[config.mk]
export PLATFORM = sky130hd
export DESIGN_NAME = load_store_unit
export DESIGN_NICKNAME = d
export VERILOG_FILES = /design/src/rtl/lsu_pkg.sv /design/src/rtl/load_extender.sv /design/src/rtl/load_store_unit.sv
export SDC_FILE = /design/constraint.sdc
export NUM_CORES = 1
export LEC_CHECK = 0
export CAP_MARGIN = 20
export CORE_UTILIZATION = 65
export CTS_CLUSTER_SIZE = 30
export DETAILED_ROUTE_END_ITERATION = 16
export DONT_BUFFER_PORTS = 1
export GPL_TIMING_DRIVEN = 0
export PLACE_DENSITY = 0.81
export SLEW_MARGIN = 20
export SYNTH_ARGS = -nofsm -noshare
export SYNTH_HDL_FRONTEND = slang
export SYNTH_SLANG_ARGS = --single-unit
export TNS_END_PERCENT = 5
[constraint.sdc]
create_clock -name clk -period 5.72 [get_ports clk]
set_clock_uncertainty 0.15 [all_clocks]
set_input_delay 0.572 -clock clk [delete_from_list [all_inputs] [get_ports clk]]
set_output_delay 0.572 -clock clk [all_outputs]
set_load 0.02 [all_outputs]
[src/rtl/lsu_pkg.sv]
// Shared types and funct3 encodings for the load/store unit.
package lsu_pkg;

    localparam logic [2:0] F3_B  = 3'b000;
    localparam logic [2:0] F3_H  = 3'b001;
    localparam logic [2:0] F3_W  = 3'b010;
    localparam logic [2:0] F3_BU = 3'b100;
    localparam logic [2:0] F3_HU = 3'b101;

    typedef enum logic [2:0] {
        IDLE,
        REQ,
        RESP,
        DONE,
        ERR
    } lsu_state_t;

endpackage

[src/rtl/load_extender.sv]
// Selects the addressed byte/half of a load word and sign/zero extends it.
module load_extender
    import lsu_pkg::*;
(
    input  logic [31:0] word,
    input  logic [1:0]  offset,
    input  logic [2:0]  funct3,
    output logic [31:0] result
);

    logic [31:0] shifted;

    always_comb begin
        shifted = word >> {offset, 3'b000};
        result  = shifted;
        unique case (funct3)
            F3_B:    result = {{24{shifted[7]}}, shifted[7:0]};
            F3_H:    result = {{16{shifted[15]}}, shifted[15:0]};
            F3_BU:   result = {24'h0, shifted[7:0]};
            F3_HU:   result = {16'h0, shifted[15:0]};
            default: result = shifted;
        endcase
    end

endmodule

[src/rtl/load_store_unit.sv]
// Memory-access stage: req/gnt/rvalid word port with byte lanes,
// load extension, and a PC stall while the access is outstanding.
module load_store_unit
    import lsu_pkg::*;
#(
    parameter int ADDR_W = 32
) (
    input  logic              clk,
    input  logic              reset,
    input  logic              lsu_valid,
    input  logic              MemRW,
    input  logic [2:0]        funct3,
    input  logic [ADDR_W-1:0] addr,
    input  logic [31:0]       wdata,
    output logic [31:0]       rdata,
    output logic              done,
    output logic              fault,
    output logic              stall,
    output logic              mem_req,
    output logic              mem_we,
    output logic [ADDR_W-1:0] mem_addr,
    output logic [3:0]        mem_be,
    output logic [31:0]       mem_wdata,
    input  logic              mem_gnt,
    input  logic              mem_rvalid,
    input  logic [31:0]       mem_rdata
);

    lsu_state_t  state;
    logic        store_q;
    logic [1:0]  off_q;
    logic [2:0]  f3_q;
    logic        illegal;
    logic        misaligned;
    logic [3:0]  be_c;
    logic [31:0] wd_c;
    logic [31:0] ext;

    always_comb begin
        illegal = (funct3 == 3'b011) || (funct3 == 3'b110) ||
                  (funct3 == 3'b111) || (MemRW && funct3[2]);
        misaligned = ((funct3[1:0] == 2'b01) && addr[0]) ||
                     ((funct3[1:0] == 2'b10) && (addr[1:0] != 2'b00));
        be_c = 4'b1111;
        wd_c = wdata;
        // Stores place the datum on every lane; be picks the live one.
        if (MemRW) begin
            unique case (funct3[1:0])
                2'b00: begin
                    be_c = 4'b0001 << addr[1:0];
                    wd_c = {4{wdata[7:0]}};
                end
                2'b01: begin
                    be_c = 4'b0011 << {addr[1], 1'b0};
                    wd_c = {2{wdata[15:0]}};
                end
                default: begin
                    be_c = 4'b1111;
                    wd_c = wdata;
                end
            endcase
        end
    end

    load_extender u_ext (
        .word   (mem_rdata),
        .offset (off_q),
        .funct3 (f3_q),
        .result (ext)
    );

    assign stall = ((state == IDLE) && lsu_valid) ||
                   (state == REQ) || (state == RESP);

    always_ff @(posedge clk) begin
        if (reset) begin
            state     <= IDLE;
            mem_req   <= 1'b0;
            mem_we    <= 1'b0;
            mem_addr  <= '0;
            mem_be    <= 4'h0;
            mem_wdata <= 32'h0;
            rdata     <= 32'h0;
            done      <= 1'b0;
            fault     <= 1'b0;
            store_q   <= 1'b0;
            off_q     <= 2'b00;
            f3_q      <= 3'b000;
        end else begin
            unique case (state)
                IDLE: begin
                    if (lsu_valid) begin
                        if (illegal || misaligned) begin
                            state <= ERR;
                            done  <= 1'b1;
                            fault <= 1'b1;
                            rdata <= 32'h0;
                        end else begin
                            state     <= REQ;
                            mem_req   <= 1'b1;
                            mem_we    <= MemRW;
                            mem_addr  <= {addr[ADDR_W-1:2], 2'b00};
                            mem_be    <= be_c;
                            mem_wdata <= wd_c;
                            store_q   <= MemRW;
                            off_q     <= addr[1:0];
                            f3_q      <= funct3;
                        end
                    end
                end
                REQ: begin
                    if (mem_gnt) begin
                        mem_req <= 1'b0;
                        mem_we  <= 1'b0;
                        state   <= RESP;
                    end
                end
                RESP: begin
                    if (mem_rvalid) begin
                        rdata <= store_q ? 32'h0 : ext;
                        done  <= 1'b1;
                        state <= DONE;
                    end
                end
                DONE: begin
                    done  <= 1'b0;
                    state <= IDLE;
                end
                ERR: begin
                    done  <= 1'b0;
                    fault <= 1'b0;
                    state <= IDLE;
                end
                default: state <= IDLE;
            endcase
        end
    end

endmodule

* Yosys cells after proc, flatten, opt, wreduce, memory -nomap -nowiden
Index checks and enable logic that the tools add are counted.
** Operators by class
- Eq/ne operators :: 17
- Shift-type cells :: 3
- Multiplexer cells :: 27
- Bitwise operators :: 1
- Reductions and logical operators :: 26
** Operator list (count)
- $mux W32 :: 5
- $pmux W32 S2 :: 2
- $pmux W32 S4 :: 1
- $shr A32 B5 Y32 :: 1
- $eq A3 B3 Y1 const B :: 5
- $mux W3 :: 4
- $reduce_and A4 Y1 :: 3
- $eq A3 B2 Y1 const B :: 3
- $pmux W3 S3 :: 1
- $reduce_and A3 Y1 :: 3
- $mux W1 :: 8
- $ne A2 B2 Y1 const B :: 4
- $pmux W4 S2 :: 1
- $reduce_bool A2 Y1 :: 4
- $logic_or A1 B1 Y1 :: 7
- $eq A3 B1 Y1 const B :: 2
- $logic_not A3 Y1 :: 2
- $pmux W1 S2 :: 3
- $logic_and A1 B1 Y1 :: 4
- $mux W4 :: 1
- $shl A1 B2 Y4 const A :: 1
- $shl A2 B2 Y4 const A :: 1
- $pmux W1 S3 :: 1
- $reduce_bool A3 Y1 :: 1
- other kinds (6) :: 6
** Storage, ports and cells
- Register bits :: 111
- Bits of input ports :: 105
- Output and inout port bits :: 105
- Logic and storage cells :: 86

* Longest topological paths before layout
- Depth in word-level cells :: 8
- Mapped depth :: 7
- Mapped depth without buffers :: 4

* Cells and area by module
A second synthesis with hierarchy kept.
** Second synthesis, totals
- Cell total of the unflattened synthesis :: 658
- Area, all modules :: 5166.2 µm²
** By module, submodules not included
- load_store_unit :: times used 1, cells an instance 551, area each 4471.8 µm², seq. area each 2222.1 µm²
- load_extender :: times used 1, cells an instance 107, area each 694.4 µm², seq. area each 0.0 µm²

* Least setup slack after synthesis
Ideal clock, no wire load.
- Path type :: input port to flip-flop
- Start point :: in reset
- End point :: reg rdata[24]
- Library setup time :: 0.060 ns
- Arrival time :: 2.072 ns
- Data required time :: 5.510 ns
- Slack :: 3.438 ns
- Stages on the path :: 7
- Path buffers :: 3
- Cell sequence :: clkbuf_1 -> nor2_1 -> or4b_1 -> buf_2 -> a2111oi_4 -> buf_4 -> a221o_1
** RTL lines
- start, declared :: RTL line load_store_unit.sv:9 : input logic reset,
- end signal, assigned :: RTL line load_store_unit.sv:120 : rdata <= store_q ? 32'h0 : ext;
- end, declared :: RTL line load_store_unit.sv:15 : output logic [31:0] rdata,

* Worst setup path after layout
- Start point :: reg state[0]
- End point :: reg mem_wdata[10]
** On the way
- Longest elaborated chain between the ends :: 2
** RTL lines
- start, declared :: RTL line load_store_unit.sv:29 : lsu_state_t state;
- start signal, assigned :: RTL line load_store_unit.sv:77 : state <= IDLE;
- start signal, assigned :: RTL line load_store_unit.sv:94 : state <= ERR;
- start signal, assigned :: RTL line load_store_unit.sv:99 : state <= REQ;
- $logic_not A3 Y1 :: RTL line load_store_unit.sv:90 : unique case (state)
- $reduce_and A3 Y1 (no source line)
- end signal, assigned :: RTL line load_store_unit.sv:104 : mem_wdata <= wd_c;
- end, declared :: RTL line load_store_unit.sv:23 : output logic [31:0] mem_wdata,
No other way between the ends.
A chain may end at the register's enable or synchronous reset.

==> impl_metrics.json <==
{
  "rsz0062_at_grt": "no",
  "period_share": 0.4120,
  "drtAntennaViolNets": 0,
  "yosysTopAreaCell": "dfxtp_1",
  "status": "complete, no violations",
  "synthMostInstantiatedCell": "nand2_1",
  "p_switching_w": 0.0004600,
  "die_h_um": 87.09,
  "multi_input_area_um2": 2263,
  "critical_path_required_ns": 5.82,
  "start_util": 0.6813,
  "fp.dieW_um": 87.09,
  "cp_common_cell": "clkbuf_1",
  "antenna_found_initial": 0,
  "pwr-share-comb": 0.118,
  "vias_per_cell": 6.280,
  "grt_pass1_vias": 3976,
  "worstHoldStart": "addr[22]",
  "start_kind": "flop",
  "netlist.area_leader.share": 0.4722,
  "finalHoldViolCount": 0,
  "cts.sinks": 111,
  "synthDistinctLibCells": 42,
  "overflow": 0,
  "tritoncts": "done",
  "max_freq_mhz": 424.4,
  "vias": 4057,
  "ios": 210,
  "intPower_w": 0.001127,
  "slowest_delay_ns": 0.63,
  "path_delay_family": "simple AND/OR/NAND/NOR gates",
  "first_iter_violations": 183,
  "dp_hpwl_um": 9467,
  "nFillCells": 564,
  "crit_path_top_delay_cell": "or4b_1",
  "path_cells": "clkbuf_1, or4b_1, a21o_1, clkbuf_1, clkbuf_1, nand2_1, a21oi_1",
  "cts_max_level": 3,
  "ys_ff_latch": 111,
  "synth-main-ff-cell": "dfxtp_1",
  "swShare": 0.2898,
  "ys.warnings.count": 0,
  "postCtsHoldBufs": 0,
  "path_clk_slew_ns": 0.11,
  "synth_cells": 533,
  "dieArea_um2": 7584,
  "cts_root_buffer": "clkbuf_8",
  "rows": 30,
  "crit_start": "state[0]",
  "layout_min_cycle_time_ns": 2.356,
  "diodes": 0,
  "drc": 0,
  "portBuffers": 0,
  "power_frac_seq": 0.548,
  "nets": 650,
  "reg2reg_from": "state[0]",
  "cts.repair.resized": 0,
  "path_class": "flop to flop",
  "first_pass_iters": 4,
  "grt_usage": 0.3306,
  "grt_max_degree": 20,
  "syn_to_final_growth_pct": 7.471,
  "hp-class": "input pin to flop",
  "clkLatencyLatePin_ns": 0.38,
  "slew_violations": 0,
  "yosysSeqAreaShare": 0.4722,
  "clock_power_share": 0.334,
  "path_buf_inv": 3,
  "tightest_slew_ns": 0.8288,
  "syn_avg_cell_area_um2": 8.829,
  "ctsLongestPathBuffers": 2,
  "synth_area_leaders": "dfxtp_1 47%, nand2_1 9.2%, a21oi_1 8.5%, mux2i_1 6.6%, o2bb2ai_1 4.3%",
  "core-area_um2": 6907,
  "maxCapViolCount": 0,
  "p_per_area_nw_per_um2": 313.9,
  "syn_area_um2": 4706,
  "wl_per_cell_um": 19.44,
  "max-slew-margin-rel": 0.4463,
  "placed_area_um2": 4830,
  "critPathArrivalTime_ns": 2.46,
  "end_kind": "flop",
  "synth_common_cells": "115 x nand2_1, 111 x dfxtp_1, 80 x a21oi_1",
  "setup_viol": 0,
  "drive_gt1_frac": 0.08909,
  "crit_fanout": 10,
  "postCtsSetupRepairBufs": 0,
  "cts_buffers": 9,
  "synth_edf_count": 0,
  "fin_area_um2": 5057,
  "wirelength_um": 12560,
  "setup_tns_ns": 0,
  "cellLeakagePower_nw": 1.738,
  "whs_ns": 0.1575,
  "peakVddDrop_uv": 182.3,
  "async_flop_share": 0,
  "grt_pass1_wl_um": 19300,
  "globalplace.congestion": 0.8712,
  "seqCellArea_um2": 2222
}
[power by group through the flow]
stage / logic [W] / clock network, W / registers (W)
2_1_floorplan: 0.000147 / 0 / 0.000879
3_3_place_gp: 0.000176 / 0 / 0.000887
3_5_place_dp: 0.000184 / 0 / 0.000888
4_1_cts: 0.000185 / 0.000532 / 0.000870
5_1_grt: 0.000208 / 0.000560 / 0.000874
6_report: 0.000188 / 0.000530 / 0.000870
[final cells by class]
cell class | instances | share of cell area
Multi-Input combinational cell | 372 | 0.4476
Sequential cell | 111 | 0.4394
Buffer | 49 | 0.04280
Clock buffer | 9 | 0.02449
Tap cell | 96 | 0.02375
Clock inverter | 7 | 0.02053
Inverter | 2 | 0.001484
[through the flow]
stage          worst slack [ns]  std cells  power, W  utilization
2_1_floorplan             3.438        534  0.001026            -
3_3_place_gp              3.103        630  0.001063       0.6993
3_5_place_dp              3.084        630  0.001072       0.6993
4_1_cts                   3.387        646  0.001588       0.7322
5_1_grt                   3.128        646  0.001642       0.7322
6_report                  3.364        646  0.001587       0.7322
[placed cells by master (no fill, tap or decap), types with 2 or more instances in the layout]
cell type,netlist,final
bufinv_16,0,2
dfxtp_1,111,111
a21oi_1,80,80
buf_2,17,17
clkbuf_8,0,9
buf_4,3,3
clkbuf_1,24,24
nand2b_1,4,4
nor2b_1,5,5
mux2_2,7,7
a211oi_1,9,9
mux2i_1,31,31
a311oi_1,3,3
nand2_1,115,115
a221o_1,17,17
o21ai_0,6,6
buf_1,5,5
clkinvlp_4,0,2
inv_1,2,2
conb_1,1,2
a21o_1,2,2
or4b_1,2,2
o2bb2ai_1,23,23
o211ai_1,17,17
nor2_1,26,26
nor3_1,4,4
[routing by layer]
metal / track usage / vias to the layer above / wire length (µm)
met5: 0 / - / 0
met4: 0.1606 / 0 / 346
met3: 0.09858 / 30 / 1330
met2: 0.5626 / 222 / 6054
met1: 0.3788 / 1884 / 4826
li1: - / 1921 / -
[flip-flops by register name, indices dropped and copies added (netlist names)]
register,cells
done,1
mem_be,4
rdata,32
store_q,1
mem_we,1
fault,1
f3_q,3
off_q,2
state,3
mem_addr,30
mem_req,1
mem_wdata,32
[cell families (layout without fill, tap and decap cells)]
family | Yosys count | count (layout) | share of synthesized area
AO/OA/AOI/OAI | 169 | 169 | 0.2483
AND/OR/NAND/NOR | 161 | 161 | 0.1412
flip-flops | 111 | 111 | 0.4722
buffers and inverters | 51 | 67 | 0.04759
multiplexers | 40 | 40 | 0.08987
other | 1 | 2 | 0.0007969
[worst paths after layout]
| path | end | slack (ns) | cells past startpoint |
|---|---|---|---|
| setup reg to reg | mem_wdata[10] | 3.36 | 7 |
| setup / recovery | mem_wdata[10] | 3.36 | 7 |
| hold reg to reg | store_q | 0.33 | 2 |
| hold / removal | mem_addr[22] | 0.16 | 2 |
No activity file was read; power rests on OpenSTA's default activity.
